--- src/rtl/amstrad_pri_pkg.sv ---
// Shared constants and FSM state type for the CPC Plus programmable raster interrupt.
package amstrad_pri_pkg;

    localparam logic [2:0] PRI_ADDR = 3'd0;
    localparam logic [2:0] IVR_ADDR = 3'd5;

    localparam logic [1:0] SRC_RASTER = 2'b11;

    typedef enum logic [1:0] {
        IDLE,
        PENDING,
        ACK
    } pri_state_e;

endpackage

--- src/rtl/amstrad_pri_irq_sync_edge.sv ---
// One-register edge detector: delays the input a cycle and flags rising/falling transitions.
module sync_edge (
    input  logic clk,
    input  logic reset,
    input  logic din,
    output logic rise,
    output logic fall
);

    logic din_d;

    always_ff @(posedge clk) begin
        if (reset) din_d <= 1'b0;
        else       din_d <= din;
    end

    assign rise = ~din_d & din;
    assign fall = din_d & ~din;

endmodule

--- src/rtl/amstrad_pri_irq.sv ---
// CPC Plus raster interrupt: scanline counter, PRI compare, IRQ/ACK FSM and IM2 vector.
// Optional IVR register and vector drive enabled by defining PRI_VECTOR_EN.
module amstrad_pri_irq #(
    parameter int LINE_W = 8
) (
    input  logic              clk,
    input  logic              reset,
    input  logic              plus_mode,
    input  logic              hsync_i,
    input  logic              vsync_i,
    input  logic              reg_wr,
    input  logic [2:0]        reg_addr,
    input  logic [7:0]        reg_din,
    input  logic              m1,
    input  logic              iorq,
    output logic              pri_irq,
    output logic              ga_int_mask,
    output logic [7:0]        vec_out,
    output logic              vec_oe,
    output logic [LINE_W-1:0] line_cnt
);
    import amstrad_pri_pkg::*;

    logic hs_rise, hs_fall, vs_rise, vs_fall;
    logic unused_edges;

    sync_edge u_hs (.clk(clk), .reset(reset), .din(hsync_i), .rise(hs_rise), .fall(hs_fall));
    sync_edge u_vs (.clk(clk), .reset(reset), .din(vsync_i), .rise(vs_rise), .fall(vs_fall));

    assign unused_edges = hs_rise ^ vs_fall;

    logic [7:0]        pri, pri_nxt;
    logic              pri_wr, pri_clr;
    logic [LINE_W-1:0] cnt_inc;
    logic              match;

    assign pri_wr  = reg_wr && (reg_addr == PRI_ADDR);
    assign pri_clr = pri_wr && (reg_din == 8'd0);
    assign pri_nxt = pri_wr ? reg_din : pri;
    assign cnt_inc = line_cnt + 1'b1;

    // At saturation cnt_inc wraps to 0, which never equals a non-zero PRI.
    assign match = hs_fall && !vs_rise && plus_mode && (pri != 8'd0) &&
                   (cnt_inc == LINE_W'(pri));

    always_ff @(posedge clk) begin
        if (reset) begin
            pri         <= 8'd0;
            ga_int_mask <= 1'b0;
            line_cnt    <= '0;
        end else begin
            pri         <= pri_nxt;
            ga_int_mask <= (pri_nxt != 8'd0);
            if (vs_rise)
                line_cnt <= '0;
            else if (hs_fall && !(&line_cnt))
                line_cnt <= cnt_inc;
        end
    end

    pri_state_e state, state_nxt;
    logic       ack_now, ack_d, ack_rise, ack_fall;
    logic       match_lat, match_lat_nxt;

    assign ack_now  = m1 & iorq;
    assign ack_rise = ack_now & ~ack_d;
    assign ack_fall = ~ack_now & ack_d;

    always_ff @(posedge clk) begin
        if (reset) begin
            state     <= IDLE;
            ack_d     <= 1'b0;
            match_lat <= 1'b0;
        end else begin
            state     <= state_nxt;
            ack_d     <= ack_now;
            match_lat <= match_lat_nxt;
        end
    end

    always_comb begin
        state_nxt     = state;
        match_lat_nxt = 1'b0;
        case (state)
            IDLE:    if (match) state_nxt = PENDING;
            PENDING: begin
                if (pri_clr || !plus_mode) begin
                    state_nxt = IDLE;
                end else if (ack_rise) begin
                    // A match coinciding with the acknowledge is carried through ACK.
                    state_nxt     = ACK;
                    match_lat_nxt = match;
                end
            end
            ACK: begin
                match_lat_nxt = (match_lat | match) & ~pri_clr;
                if (ack_fall) begin
                    state_nxt     = match_lat_nxt ? PENDING : IDLE;
                    match_lat_nxt = 1'b0;
                end
            end
            default: state_nxt = IDLE;
        endcase
    end

    assign pri_irq = (state == PENDING) && plus_mode;

`ifdef PRI_VECTOR_EN
    logic [7:3] ivr;

    always_ff @(posedge clk) begin
        if (reset)
            ivr <= 5'd0;
        else if (reg_wr && (reg_addr == IVR_ADDR))
            ivr <= reg_din[7:3];
    end

    assign vec_oe  = (state == ACK);
    assign vec_out = vec_oe ? {ivr, SRC_RASTER, 1'b0} : 8'hFF;
`else
    assign vec_oe  = 1'b0;
    assign vec_out = 8'hFF;
`endif

endmodule

--- config.mk ---
export PLATFORM = sky130hd
export DESIGN_NAME = amstrad_pri_irq
export DESIGN_NICKNAME = d
export VERILOG_FILES = /design/src/rtl/amstrad_pri_pkg.sv /design/src/rtl/amstrad_pri_irq_sync_edge.sv /design/src/rtl/amstrad_pri_irq.sv
export SDC_FILE = /design/constraint.sdc
export NUM_CORES = 1
export LEC_CHECK = 0
export CORE_UTILIZATION = 48
export CTS_BUF_LIST = sky130_fd_sc_hd__clkbuf_16
export CTS_CLUSTER_SIZE = 10
export DETAILED_ROUTE_END_ITERATION = 12
export GPL_ROUTABILITY_DRIVEN = 0
export PLACE_DENSITY = 0.79
export REMOVE_ABC_BUFFERS = 1
export SYNTH_ARGS = -nofsm -noshare
export SYNTH_HDL_FRONTEND = slang
export SYNTH_SLANG_ARGS = --single-unit
export TNS_END_PERCENT = 100
--- constraint.sdc ---
create_clock -name clk -period 2.5 [get_ports clk]
set_input_delay 0.375 -clock clk [delete_from_list [all_inputs] [get_ports clk]]
set_output_delay 0.375 -clock clk [all_outputs]
set_load 0.005 [all_outputs]
==> results of run 1 <==
[where the power goes]
group          switching, mW  internal (mW)
clock network          0.138          0.217
logic                 0.0523         0.0596
registers            0.00821          0.375
total                  0.199          0.652
[worst max path at each step]
stage,startpoint,end,slack (ns),cells past startpoint
3_5_place_dp,reg_din[2],state[0]$_SDFFE_PP0P_,0.12,7
4_1_cts,line_cnt[0]$_SDFFE_PP0P_,state[0]$_SDFFE_PP0P_,0.39,7
3_3_place_gp,reg_din[1],state[0]$_SDFFE_PP0P_,0.26,7
6_report,line_cnt[0]$_SDFFE_PP0P_,state[0]$_SDFFE_PP0P_,0.38,7
2_1_floorplan,reg_addr[1],state[0]$_SDFFE_PP0P_,0.43,6
5_1_grt,reg_din[1],state[0]$_SDFFE_PP0P_,0.23,7
[critical path, cell delays in order (launching register included)]
cell	delay, ns
dfxtp_1	0.46
ha_1	0.28
nand2b_1	0.10
o211a_1	0.22
o32ai_2	0.32
o2111a_1	0.29
nor3_1	0.07
a211o_1	0.27
[placed cells by master (no fill, tap or decap), drive strengths merged, types with 6 or more instances in the layout]
cell / netlist / final
a21oi: 14 / 14
nand2: 30 / 30
inv: 6 / 6
nor2: 14 / 14
clkdlybuf4s50: 0 / 28
conb: 2 / 9
xnor2: 9 / 9
dfxtp: 23 / 23
[cells in the mapped netlist, types with 2 or more instances]
library cell,n,area [sq um]
o2111ai_1,2,17.5
xnor2_1,8,70.1
nor2_1,14,52.6
buf_4,9,67.6
nand2b_1,5,31.3
clkbuf_1,3,11.3
dfxtp_1,23,460
nor2b_1,5,31.3
a21oi_1,14,70.1
a31oi_1,2,12.5
conb_1,2,7.51
nand4_1,2,12.5
and3_1,2,12.5
nor4_1,4,25.0
buf_2,2,10.0
nor3b_1,2,15.0
xor2_1,5,43.8
nand2_1,29,109
o21a_1,2,15.0
inv_1,6,22.5
ha_1,5,62.6
nor3_1,2,10.0
nand3_1,4,20.0
[logic make-up (layout without fill, tap and decap cells)]
family | count (synthesis) | in the layout | share of synthesized area
XOR/XNOR | 14 | 14 | 0.0884
buffers and inverters | 23 | 42 | 0.0884
other | 2 | 9 | 0.00510
AND/OR/NAND/NOR | 80 | 80 | 0.284
adder cells (fa/ha/maj) | 5 | 5 | 0.0425
flip-flops | 23 | 23 | 0.313
AO/OA/AOI/OAI | 34 | 34 | 0.172
multiplexers | 1 | 1 | 0.00680
[registers in the layout, summed over array words and instances, names as in the netlist]
register,count
u_vs.din_d,1
match_lat,1
line_cnt,8
ga_int_mask,1
ack_d,1
state,2
pri,8
u_hs.din_d,1
[stage by stage]
step	worst slack (ns)	utilization	hold WS (ns)
2_1_floorplan	0.429	-	0.444
3_3_place_gp	0.258	0.613	0.463
3_5_place_dp	0.117	0.613	0.472
4_1_cts	0.390	0.643	0.480
5_1_grt	0.229	0.643	0.509
6_report	0.385	0.643	0.478
[final cells by class]
class / count / share of cell area
multi-input cells: 143 / 0.499
flip-flops and latches: 23 / 0.253
repair buffers: 31 / 0.167
clock buffers: 3 / 0.0413
well taps: 31 / 0.0213
inverters: 7 / 0.0145
clock inverters: 1 / 0.00413
[metal layers]
metal  part of all wire  wire (um)  global-route usage  vias to the layer above
li1                   -          -                   -                      669
met1               0.47       1500               0.277                      622
met2               0.48       1540               0.350                       40
met3              0.030         96              0.0204                        6
met4              0.017         55              0.0906                        0
met5                  0          0                   0                        -
==> out/metrics.csv, run 1 <==
metric,value,unit
tritoncts,built,
grt_pass1_vias,1210,
grt_usage,0.211,
finalHoldViolCount,0,
area_delta_synth_final,23.6,%
final.setup.tns,0,ns
grt_pass1_wl,5.50,mm
power,0.851,mW
synth_ff_type,dfxtp_1,
synth_enable_flop_cells,0,
dieArea,3290,sq um
finalCritPeriodShare,0.846,
grt_setup_unrepaired,false,
cts_buffer_depth,2,
drc,4,
via_per_inst,5.59,
cts_buffers,3,
first_iter_violations,32,
reg2reg_from,line_cnt[0]$_SDFFE_PP0P_,
die_h,57.4,um
ant_nets,0,
path_class,flop to flop,
cts_root_buffer,clkbuf_16,
fill_cells,247,
crit_path_end_kind,flop,
hold_depth,2,
grt_max_degree,15,
p_leak,0.715,nW
core,2830,sq um
post_dp_cell_area,1740,sq um
fin_nets,233,
fmax,473,MHz
violations,design-rule violations,
reg2reg_depth,7,
setup_viol,0,
drive_gt1_frac,0.0913,
synth_seq_area_share,0.313,
placedCellCount,235,
row_count,19,
min_period,2.12,ns
cts.clk_slew.worst_paths,0.07,ns
antenna_cells,0,
design_area,1820,sq um
register_area,460,sq um
postSynthCellCount,182,
port_buffers,28,
cts_setup_buffers,0,
maxSlewViolCount,0,
final_cells,239,
syn_avg_cell_area,8.08,sq um
ioPinCount,38,
numClockSinks,23,
grt_overflow,0,
die_w,57.4,um
synth_area,1470,sq um
vias,1337,
critPathLaunchType,flop,
start_util,0.520,
r2r_slack,0.38,ns
powerDensity,468,nW/um^2
critPathMaxFanout,6,
synth.distinct_cells,53,
ys_warn_count,0,
arrival,2.26,ns
worstSkewPairLatency,0.26,ns
hp-start,match_lat$_SDFF_PP0_,
maxCapViolCount,0,
routedWlPerCell,13.4,um
routed_wl,3.19,mm
worstHoldEndpoint,match_lat$_SDFF_PP0_,
dr.pass1.iters,8,
finClkSkew,0.00636,ns
multiInputGateArea,907,sq um
dp_hpwl,2.45,mm
status,finished with violations,
cts_resized,0,
antenna_found_initial,0,
cts_max_level,1,
hold_buffers,0,
async_flop_share,0,
r2r-end,state[0]$_SDFFE_PP0P_,
worstPathRequired,2.64,ns
ir_worst_vdd,0.000364,V
hold_class,flop to flop,
ys_ff_latch,23,
Note: power is estimated with default switching activity, not from simulation.
==> inputs of run 2 (changes only) <==
CORE_UTILIZATION = 44   (was 48)
PLACE_DENSITY = 0.76   (was 0.79)
clock period = 1.9 ns   (was 2.5 ns; I/O delays follow)
==> run 2 against run 1 <==
The flow now finishes without violations. Final cell count increased by 10%. Non-clock buffer count increased by 12. Combinational power increased by 46%. Via count increased by 2.2%. Register-to-register slack got worse by 0.31 ns. Global-route usage decreased by 0.88 points. Utilization increased by 0.90 points. Clock power increased by 29%. Critical endpoint unchanged.
==> out/metrics.csv, run 2 (same netlist as run 1, synthesis figures left out) <==
metric,value,unit
powerDensity,557,nW/um^2
postLayoutCoreUtil,0.652,
grt_pass1_wl,5.45,mm
p_leak,0.809,nW
crit_cells,7,
first_iter_violations,72,
worstPathRequired,2.04,ns
finClkSkew,0.00336,ns
grt_usage,0.202,
row_count,20,
hold_class,input pin to flop,
cts_max_level,1,
ioPinCount,38,
maxCapViolCount,0,
reg2reg_depth,7,
cts_buffers,3,
area_delta_synth_final,37.4,%
routed_wl,3.24,mm
largestRegisters,"line_cnt (8), pri (8), state (2)",
setup_viol,0,
placedCellCount,257,
drc,0,
worstSkewPairLatency,0.26,ns
ant_nets,0,
worstPathCellList,"clkdlybuf4s50_1, nor4_2, nand3_2, and2_4, a21oi_2, a21bo_1, a211o_1",
crit_path_end_kind,flop,
tritoncts,built,
antenna_found_initial,0,
path_class,input pin to flop,
grt_pass1_vias,1251,
port_buffers,28,
cts_buffer_depth,2,
cp_top_family,simple AND/OR/NAND/NOR gates,
post_dp_cell_area,1820,sq um
dr.pass1.iters,4,
cp_slowest_cell,clkdlybuf4s50_1,
start_util,0.474,
path_buf_inv,1,
place_ws,-0.259,ns
fin_nets,245,
slowest_delay,0.44,ns
final_common_cell,nand2_1,
dp_hpwl,2.38,mm
die_w,59.8,um
via_per_inst,5.17,
numClockSinks,23,
arrival,1.97,ns
fmax,549,MHz
most-common-layout-cells,"nand2_1 (29), clkdlybuf4s50_1 (26), dfxtp_1 (20)",
fill_cells,269,
design_area,2020,sq um
vias,1366,
cts_root_buffer,clkbuf_16,
critPathMaxFanout,3,
drive_gt1_frac,0.209,
antenna_cells,0,
grt_max_degree,13,
holdWs,0.331,ns
min_period,1.82,ns
hold_buffers,0,
dieArea,3580,sq um
finalHoldViolCount,0,
grt_overflow,0,
final_cells,264,
finalCritPeriodShare,0.959,
status,"complete, no violations",
critPathLaunchType,input pin,
cts.clk_slew.worst_paths,0.06,ns
core,3100,sq um
ir_worst_vdd,0.000376,V
maxSlewViolCount,0,
hold_depth,3,
die_h,59.8,um
routedWlPerCell,12.3,um
final.setup.worst_slack,0.0773,ns
-- run 2: tightest hold or removal path, cell delays in order --
cell and delay (ns):
dlymetal6s2s_1 0.14, nand2_1 0.07, a21oi_1 0.05
-- run 2: final timing paths --
| kind | start | end | slack, ns |
|---|---|---|---|
| worst max-delay path | reg_din[0] | state[0]$_SDFFE_PP0P_ | 0.08 |
| worst min-delay path | reg_din[2] | pri[2]$_SDFF_PP0_ | 0.33 |
| worst max register to register | line_cnt[1]$_SDFFE_PP0P_ | state[0]$_SDFFE_PP0P_ | 0.08 |
| worst min register to register | pri[1]$_SDFF_PP0_ | pri[1]$_SDFF_PP0_ | 0.49 |
-- run 2: what timing repair did --
action | CTS | global route
resized for setup | 3 | 19
endpoints found under the setup margin | 2 | 4
cloned | 0 | 0
pin swaps | 2 | 7
setup buffers | 0 | 3
-- run 2: cell type report --
class	instances	area [sq um]	area share
Clock buffer	3	75.1	0.0371
Clock inverter	1	3.75	0.00186
Inverter	7	26.3	0.0130
Multi-Input combinational cell	143	996	0.493
Sequential cell	23	464	0.230
Tap cell	44	55.1	0.0272
Timing Repair Buffer	43	402	0.199
-- run 2: per-layer routing --
layer	share of wire	up-vias	global-route usage
li1	-	689	-
met1	0.46	632	0.261
met2	0.49	40	0.332
met3	0.034	5	0.0368
met4	0.015	0	0.0764
met5	0	-	0
-- run 2: power breakdown --
| part | leakage, nW | switching [mW] | internal [mW] |
|---|---|---|---|
| registers | 0.188 | 0.00978 | 0.494 |
| clock network | 0.0423 | 0.177 | 0.281 |
| logic | 0.579 | 0.0751 | 0.0889 |
| total | 0.809 | 0.262 | 0.864 |
-- run 2: metrics by stage --
step | power [mW] | setup TNS, ns
global placement | 0.663 | -0.483
CTS | 1.12 | 0
finish | 1.13 | 0
global route | 1.17 | -0.0206
floorplan | 0.584 | -0.0809
detailed placement | 0.666 | -0.550
